===== config.mk =====
export PLATFORM = sky130hd
export DESIGN_NAME = serial_addsub_unit
export DESIGN_NICKNAME = d
export VERILOG_FILES = /design/src/rtl/serial_addsub_unit.sv
export SDC_FILE = /design/constraint.sdc
export NUM_CORES = 1
export LEC_CHECK = 0
export ABC_AREA = 0
export BUFFER_PORTS_ARGS = -buffer_cell sky130_fd_sc_hd__buf_2
export CAP_MARGIN = 25
export CORE_UTILIZATION = 55
export CTS_BUF_LIST = sky130_fd_sc_hd__clkbuf_4 sky130_fd_sc_hd__clkbuf_8
export CTS_CLUSTER_SIZE = 8
export DETAILED_ROUTE_END_ITERATION = 6
export PLACE_DENSITY = 0.78
export SLEW_MARGIN = 20
export SYNTH_ARGS = -nofsm -noshare
export SYNTH_HDL_FRONTEND = slang
export SYNTH_SLANG_ARGS = --single-unit

===== constraint.sdc =====
create_clock -name clk -period 8.5 [get_ports clk]
set_clock_uncertainty 0.15 [all_clocks]
set_input_delay 0.425 -clock clk [delete_from_list [all_inputs] [get_ports clk]]
set_output_delay 0.425 -clock clk [all_outputs]
set_load 0.005 [all_outputs]

===== src/rtl/serial_addsub_unit.sv =====
// ---------------------------------------------------------------------------
// serial_addsub_unit
//
// Digit-serial 32-bit adder/subtractor. One operation takes 32/DIGIT_W digit
// cycles behind a start/done handshake. Subtraction is done as A + ~B + 1, so
// the same narrow DIGIT_W-bit carry chain serves both operations. Results and
// flags are registered and held until the next completion, which lets the
// downstream set-condition stage read them at leisure.
//
// Ports:
//   clk     in   1   clock, rising edge
//   rst     in   1   asynchronous active-high reset
//   start   in   1   operation request, sampled only while idle
//   sub     in   1   1 = a - b, 0 = a + b (sampled with start)
//   a, b    in   32  operands (sampled with start)
//   busy    out  1   operation in progress
//   done    out  1   one-cycle pulse when results are updated
//   result  out  32  registered sum/difference
//   zf, nz  out  1   result == 0 / result != 0
//   cout    out  1   carry out of bit 31 (for subtract, 1 = no borrow)
//   ovf     out  1   signed two's-complement overflow
// ---------------------------------------------------------------------------
module serial_addsub_unit #(
    parameter int DIGIT_W = 4
) (
    input  logic        clk,
    input  logic        rst,
    input  logic        start,
    input  logic        sub,
    input  logic [31:0] a,
    input  logic [31:0] b,
    output logic        busy,
    output logic        done,
    output logic [31:0] result,
    output logic        zf,
    output logic        nz,
    output logic        cout,
    output logic        ovf
);

    localparam int N     = 32 / DIGIT_W;
    localparam int CNT_W = $clog2(N) + 1;

    localparam logic [0:0] IDLE = 1'b0;
    localparam logic [0:0] RUN  = 1'b1;

    logic [0:0]       state;
    logic [CNT_W-1:0] cnt;
    logic [31:0]      a_sh;
    logic [31:0]      b_sh;
    logic [31:0]      r_sh;
    logic             c;
    logic             sa;
    logic             sb;

    logic [31:0]      b_in;
    logic [DIGIT_W:0] digit_sum;
    logic [DIGIT_W-1:0] s;
    logic             c_n;
    logic [31:0]      r_next;
    logic             last_digit;

    // Operand B is inverted up front for subtraction; the +1 comes in through
    // the initial carry, so the digit loop never needs to know which op it is.
    assign b_in = b ^ {32{sub}};

    // One digit of the ripple add: the only carry chain in the design.
    assign digit_sum = {1'b0, a_sh[DIGIT_W-1:0]}
                     + {1'b0, b_sh[DIGIT_W-1:0]}
                     + {{DIGIT_W{1'b0}}, c};
    assign s   = digit_sum[DIGIT_W-1:0];
    assign c_n = digit_sum[DIGIT_W];

    // The new digit enters at the top while older digits move down, so after
    // N digits the least significant digit has arrived at bit 0. Written as
    // shifts so that DIGIT_W = 32 needs no special slice.
    assign r_next = (r_sh >> DIGIT_W) | (32'(s) << (32 - DIGIT_W));

    assign last_digit = (cnt == CNT_W'(N - 1));

    // busy comes straight from the state register, so it is glitch-free and
    // has no path from the inputs.
    assign busy = (state == RUN);

    // Control and datapath shift registers. A start in IDLE loads the operands
    // and the sign bits needed for overflow; RUN consumes one digit per edge
    // and returns to IDLE after the last one.
    always_ff @(posedge clk or posedge rst) begin
        if (rst) begin
            state <= IDLE;
            cnt   <= '0;
            a_sh  <= '0;
            b_sh  <= '0;
            r_sh  <= '0;
            c     <= 1'b0;
            sa    <= 1'b0;
            sb    <= 1'b0;
        end else begin
            case (state)
                IDLE: begin
                    if (start) begin
                        a_sh  <= a;
                        b_sh  <= b_in;
                        c     <= sub;
                        cnt   <= '0;
                        sa    <= a[31];
                        sb    <= b_in[31];
                        state <= RUN;
                    end
                end
                RUN: begin
                    r_sh <= r_next;
                    a_sh <= a_sh >> DIGIT_W;
                    b_sh <= b_sh >> DIGIT_W;
                    c    <= c_n;
                    cnt  <= cnt + 1'b1;
                    if (last_digit) begin
                        state <= IDLE;
                    end
                end
                default: state <= IDLE;
            endcase
        end
    end

    // Output registers only move on the completion edge, so the previous
    // result stays visible to the consumer for the whole next operation.
    // Overflow uses the effective B sign: same-sign inputs whose result
    // changed sign.
    always_ff @(posedge clk or posedge rst) begin
        if (rst) begin
            done   <= 1'b0;
            result <= '0;
            zf     <= 1'b0;
            nz     <= 1'b0;
            cout   <= 1'b0;
            ovf    <= 1'b0;
        end else begin
            done <= 1'b0;
            if (state == RUN && last_digit) begin
                done   <= 1'b1;
                result <= r_next;
                cout   <= c_n;
                zf     <= (r_next == 32'd0);
                nz     <= (r_next != 32'd0);
                ovf    <= (sa == sb) && (r_next[31] != sa);
            end
        end
    end

endmodule


==> impl_metrics.py, run 1 <==
metrics = {
    "outcome": {
        "run_status": "complete, no violations",
    },
    "global_route": {
        "grt_max_degree": 110,
        "grt_pass1_vias": 4397,
        "grt_first_pass_wirelength_um": 20200,
        "gr-total-overflow": 0,
        "gr-usage-all-layers_pct": 22.5,
        "grt_antenna_before_repair": 0,
    },
    "synthesis": {
        "synth_area_leaders": "dfrtp_1 (56%), nand2_1 (11%), o21ai_0 (7.4%), mux2i_1 (5.4%), mux2_2 (5.3%)",
        "synth_cell_types": 34,
        "syn-num-nets": 679,
        "async_flop_share_pct": 100,
        "syn_area_per_cell_um2": 10.1,
        "postSynthCellCount": 605,
        "ys.flop_type": "dfrtp_1",
        "synthTopCellsByCount": "nand2_1 (177), dfrtp_1 (137), o21ai_0 (90)",
        "syn_area_mm2": 0.00611,
        "ys_seq_area_share_pct": 56.1,
        "synth_top_area_share_pct": 56.1,
        "synth-seq-cells": 137,
        "yosysWarnings": 0,
        "synth.most_common_cell": "nand2_1",
        "synth-edff-count": 0,
        "yosysTopAreaCell": "dfrtp_1",
    },
    "detailed_routing": {
        "vias_per_cell": 5.27,
        "dr.pass1.iters": 5,
        "routedWlPerCell_um": 14.0,
        "vias": 4462,
        "totalWireLength_um": 11800,
        "drc": 0,
        "drtIter0Drc": 257,
        "drtAntennaViolNets": 0,
    },
    "floorplanning": {
        "start_util_pct": 56.3,
        "die_w_um": 107,
        "placement_rows": 38,
        "ios": 106,
        "die_h_um": 107,
        "coreArea_mm2": 0.0108,
        "die_area_mm2": 0.0115,
    },
    "timing": {
        "max_freq_ghz": 0.347,
        "finalCritPeriodShare_pct": 33.9,
        "hold_violations": 0,
        "drv_slew": 0,
        "fin_ws_ns": 5.62,
        "slew_headroom_pct": 40.7,
        "worst_pin_slew_ns": 0.884,
        "setup-violations-final": 0,
        "whs_ns": 0.0927,
        "tns_ns": 0,
        "min_period_ns": 2.88,
        "rsz0062_at_grt": "false",
    },
    "clock_tree": {
        "clock_sinks": 137,
        "cts_buffer_depth": 2,
        "cts_resized": 0,
        "path_clk_slew_ns": 0.08,
        "cts_made_buffers": 17,
        "htree_num_levels": 4,
        "cts_root_buf": "clkbuf_8",
        "insertion_delay_ns": 0.43,
        "tritoncts": "built",
    },
    "placed_design": {
        "hpwl_um": 7830,
        "dp.cells": 813,
        "gp_congestion": 0.805,
        "preCtsSetupSlack_ns": 5.87,
        "io_buffer_count": 105,
    },
    "setup_path": {
        "r2r_setup_slack_ns": 5.82,
        "crit_cells": 2,
        "critPathMaxStageDelay_ns": 0.81,
        "crit_fanout": 109,
        "path_buf_inv": 2,
        "crit_path_start_kind": "flip-flop",
        "critPathCaptureType": "primary output",
        "cp.required_ns": 7.93,
        "worstRegToRegCells": 5,
        "crit_family": "buffers and inverters",
        "critical_path_arrival_ns": 2.30,
        "crit_type": "flip-flop to primary output",
        "crit_slowest_cell": "dfrtp_4",
        "r2r_start": "busy",
        "r2r_end": "ovf",
        "cp_cell_sequence": "buf_4, buf_2",
    },
    "power_and_ir_drop": {
        "power.density_mw_per_mm2": 331,
        "pwr-share-seq_pct": 48.4,
        "irDropWorstVdd_uv": 179,
        "swShare_pct": 35.4,
        "power.leakage_nw": 3.52,
        "switchingPower_mw": 0.833,
        "pwr-share-clk_pct": 22.1,
        "pwr-share-comb_pct": 29.5,
        "p_int_mw": 1.52,
    },
    "layout": {
        "final_util_pct": 65.6,
        "final_cells": 847,
        "n_antenna_cell": 0,
        "area_growth_pct": 16.4,
        "drive_gt1_share_pct": 25.0,
        "nets": 769,
    },
    "worst_hold_path": {
        "worstHoldEndpoint": "a_sh[28]",
        "min_path_type": "input pin to flip-flop",
        "hold_depth": 3,
        "hp-start": "a[28]",
    },
    "flow_run": {
        "maxCapViolations": 0,
    },
}
-- per-layer routing --
metal | global-route usage, % | wire (µm) | vias to the layer above
met5 | 0 | 0 | -
met4 | 9.10 | 231 | 0
met3 | 6.05 | 613 | 19
met2 | 35.6 | 5920 | 121
met1 | 29.4 | 5080 | 2126
li1 | - | - | 2196
-- stage by stage --
step / power (mW) / instance area (µm²)
detailed placement: 1.85 / 6660
global placement: 1.79 / 6660
CTS: 2.37 / 7050
global route: 2.54 / 7110
finish: 2.35 / 7110
floorplan: 1.61 / 6110
-- logic make-up (layout without fill, tap and decap cells) --
group	after synthesis	after routing	synth area share, %
buffers and inverters	44	146	3.26
DFF	137	137	56.1
and+or+nand+nor	216	216	14.4
AOI/OAI and AO/OA	107	107	9.20
muxes	62	62	10.8
adders and majority gates	6	6	1.48
xor gates and xnor gates	33	33	4.73
-- power groups by stage --
stage,Sequential (mW),Clock [mW],Combinational (mW)
finish,1.14,0.520,0.695
global route,1.18,0.563,0.803
CTS,1.14,0.531,0.704
detailed placement,1.15,0,0.699
global placement,1.13,0,0.663
floorplan,1.06,0,0.547
-- state kept, by name, indices dropped and copies added, names as in the netlist --
name / count
ovf: 1
r_sh: 28
cout: 1
b_sh: 32
a_sh: 32
sa: 1
zf: 1
result: 32
nz: 1
sb: 1
c: 1
done: 1
busy: 1
cnt: 4
-- cell type report --
cell class                 instances  area, µm²
tap                              140        175
inverter                           4       20.0
multi-input combinational        424       2480
clock inverter                    13        145
sequential                       137       3430
clock buffer                      18        241
timing repair buffer             111        616
fill                             908       3730
-- worst min-delay path: cells and delay by family --
| kind | cells | cell delay (ns) |
|---|---|---|
| muxes | 1 | 0.05 |
| buffers and inverters | 1 | 0.07 |
| and+or+nand+nor | 1 | 0.08 |
-- timing repair --
item / 4_1_cts / 5_1_grt
setup buffers: 0 / 0
endpoints found under the hold margin: 58 / 0
hold buffers: 1 / 0
endpoints found under the setup margin: 0 / 0
-- worst max path at each step --
stage,start,end,slack [ns]
finish,busy,busy,5.62
global route,busy,busy,5.43
floorplan,rst,a_sh[0],4.26
CTS,busy,busy,5.62
detailed placement,busy,ovf,5.87
global placement,busy,ovf,5.94
-- cells in the final DEF, fill, tap and decap left out, types with 4 or more instances in the layout --
cell,n
mux2i_1,33
nor4_1,7
mux2_2,29
dfrtp_1,136
ha_1,4
o21ai_0,90
clkbuf_8,17
nor2_1,16
a211oi_1,5
xnor2_1,32
nand2_1,177
buf_2,104
a21oi_1,7
inv_6,5
buf_4,4
Power figures use the tool's default switching activity.
==> run 2: changes to the inputs <==
--- a/config.mk
+++ b/config.mk
@@ -5,7 +5,7 @@
 export SDC_FILE = /design/constraint.sdc
 export NUM_CORES = 1
 export LEC_CHECK = 0
-export ABC_AREA = 0
+export ABC_AREA = 1
 export BUFFER_PORTS_ARGS = -buffer_cell sky130_fd_sc_hd__buf_2
 export CAP_MARGIN = 25
 export CORE_UTILIZATION = 55
==> constraint.sdc (replaced) <==
create_clock -name clk -period 2.7 [get_ports clk]
set_clock_uncertainty 0.15 [all_clocks]
set_input_delay 0.135 -clock clk [delete_from_list [all_inputs] [get_ports clk]]
set_output_delay 0.135 -clock clk [all_outputs]
set_load 0.005 [all_outputs]
==> impl_metrics.py, run 2 <==
metrics = {
    "power_and_ir_drop": {
        "power.leakage_nw": 3.71,
        "irDropWorstVdd_uv": 579,
        "power.density_mw_per_mm2": 1020,
        "power.total_mw": 7.84,
    },
    "layout": {
        "mostFrequentLayoutCells": "nand2_1 (180), dfrtp_1 (136), buf_2 (105)",
        "final_cells": 944,
        "n_antenna_cell": 0,
        "final_util_pct": 73.9,
        "n_fill_cell": 722,
        "nets": 869,
        "area_growth_pct": 29.5,
        "finalInstanceArea_mm2": 0.00770,
        "reg_top3": "a_sh (32), b_sh (32), result (32)",
        "drive_gt1_share_pct": 19.1,
        "mostFrequentLayoutCell": "nand2_1",
    },
    "timing": {
        "whs_ns": 0.0640,
        "slew_headroom_pct": 37.1,
        "worst_pin_slew_ns": 0.944,
        "setup-violations-final": 0,
        "finalCritPeriodShare_pct": 92.2,
        "drv_slew": 0,
        "hold_violations": 0,
        "max_freq_ghz": 0.402,
        "rsz0062_at_grt": "false",
        "tns_ns": 0,
        "min_period_ns": 2.49,
        "fin_ws_ns": 0.211,
    },
    "setup_path": {
        "critical_path_arrival_ns": 2.72,
        "cp.required_ns": 2.93,
        "crit_slowest_cell": "dfrtp_4",
        "crit_type": "flip-flop to flip-flop",
        "crit_path_start_kind": "flip-flop",
        "crit_fanout": 26,
        "path_common_cell": "inv_4",
        "cp_cell_sequence": "inv_4, nand2_4, inv_4, buf_4, nand2_1, o31ai_1, dlygate4sd3_1",
        "critPathCaptureType": "flip-flop",
        "critPathMaxStageDelay_ns": 0.59,
        "crit_family": "buffers and inverters",
        "path_buf_inv": 4,
    },
    "placed_design": {
        "gp_congestion": 0.802,
        "dpl_cell_area_mm2": 0.00653,
        "io_buffer_count": 105,
        "dp.cells": 845,
        "preCtsSetupSlack_ns": 0.517,
        "hpwl_um": 8310,
    },
    "clock_tree": {
        "htree_num_levels": 4,
        "cts_root_buf": "clkbuf_8",
        "tritoncts": "built",
        "cts_buffer_depth": 2,
        "path_clk_slew_ns": 0.08,
        "cts_made_buffers": 17,
        "clock_sinks": 137,
        "post-cts-setup-buffers": 0,
        "insertion_delay_ns": 0.44,
    },
    "detailed_routing": {
        "routedWlPerCell_um": 14.9,
        "vias": 5020,
        "totalWireLength_um": 14000,
        "drc": 0,
        "drtIter0Drc": 387,
        "dr.pass1.iters": 5,
        "vias_per_cell": 5.32,
        "drtAntennaViolNets": 0,
    },
    "synthesis": {
        "ys_seq_area_share_pct": 57.6,
        "synth_cell_types": 31,
        "ys.flop_type": "dfrtp_1",
        "syn-num-nets": 705,
        "synth_top_area_share_pct": 57.6,
        "synth.most_common_cell": "nand2_1",
        "syn_area_per_cell_um2": 9.43,
        "yosysWarnings": 0,
        "postSynthCellCount": 631,
        "synth_area_leaders": "dfrtp_1 (58%), nand2_1 (11%), o21ai_0 (6.6%), xnor2_1 (4.6%), inv_1 (3.0%)",
        "synthTopCellsByCount": "nand2_1 (180), dfrtp_1 (137), o21ai_0 (78)",
        "yosysTopAreaCell": "dfrtp_1",
        "synth-edff-count": 0,
        "async_flop_share_pct": 100,
        "synth-seq-cells": 137,
        "syn_area_mm2": 0.00595,
    },
    "global_route": {
        "grt_pass1_vias": 4974,
        "gr-usage-all-layers_pct": 27.0,
        "grt.busiest_layer": "met2",
        "grt_first_pass_wirelength_um": 23200,
        "grt_max_degree": 91,
        "grt_antenna_before_repair": 0,
        "gr-total-overflow": 0,
        "use_met2_pct": 46.9,
        "use_met1_pct": 31.6,
        "gr-usage-met3_pct": 6.38,
    },
    "floorplanning": {
        "ios": 106,
        "die_h_um": 106,
        "die_w_um": 106,
        "die_area_mm2": 0.0112,
        "coreArea_mm2": 0.0104,
        "placement_rows": 37,
        "start_util_pct": 57.1,
    },
    "outcome": {
        "run_status": "complete, no violations",
    },
    "flow_run": {
        "maxCapViolations": 0,
    },
    "worst_hold_path": {
        "min_path_type": "input pin to flip-flop",
    },
}
==> run 2: layout make-up <==
cell class | instances | area (µm²) | share of cell area (%)
Sequential cell | 137 | 3430 | 44.6
Multi-Input combinational cell | 407 | 2120 | 27.6
Inverter | 52 | 204 | 2.65
Clock buffer | 21 | 289 | 3.75
Tap cell | 136 | 170 | 2.21
Timing Repair Buffer | 180 | 1270 | 16.5
Clock inverter | 11 | 214 | 2.78
==> run 2: path summary, 6_finish.rpt <==
| path | from | end | slack, ns | depth (start not counted) |
|---|---|---|---|---|
| hold reg to reg | result[1] | result[1] | 0.34 | 2 |
| min in group asynchronous | rst | result[18] | 0.17 | 3 |
| max in group asynchronous | rst | result[24] | 1.38 | 4 |
| setup reg to reg | busy | b_sh[30] | 0.21 | 7 |
| setup / recovery | busy | b_sh[30] | 0.21 | 7 |
| hold / removal | start | cnt[0] | 0.06 | 4 |
==> run 2: power by group <==
part	total, mW	leakage, nW	switching, mW	internal [mW]
Clock	2.08	0.248	0.783	1.29
Sequential	3.38	1.79	0.524	2.85
Combinational	2.39	1.67	1.42	0.973
Total	7.84	3.71	2.73	5.12
==> run 2: worst register-to-register path, stage by stage, from the launching register on <==
cell	delay, ns
dfrtp_4	0.59
inv_4	0.22
nand2_4	0.18
inv_4	0.27
buf_4	0.28
nand2_1	0.09
o31ai_1	0.07
dlygate4sd3_1	0.58
==> run 2: cell families after synthesis <==
| family | Yosys count | synth area share (%) |
|---|---|---|
| simple gates | 235 | 15.8 |
| buf+inv | 87 | 6.67 |
| flops | 137 | 57.6 |
| fa+ha+maj | 6 | 1.51 |
| compound gates | 135 | 13.8 |
| xor+xnor | 31 | 4.56 |
==> run 2: timing repair <==
item / CTS / global route
endpoints found under the hold margin: 92 / 0
hold buffers: 67 / 0
endpoints found under the setup margin: 0 / 1
resized for setup: 0 / 2
==> run 2: layer usage <==
metal	part of all wire (%)	wire length, µm	vias to the layer above
met3	6.0	838	45
met2	51	7140	193
li1	-	-	2387
met1	40	5560	2395
met5	0	0	-
met4	3.5	490	0
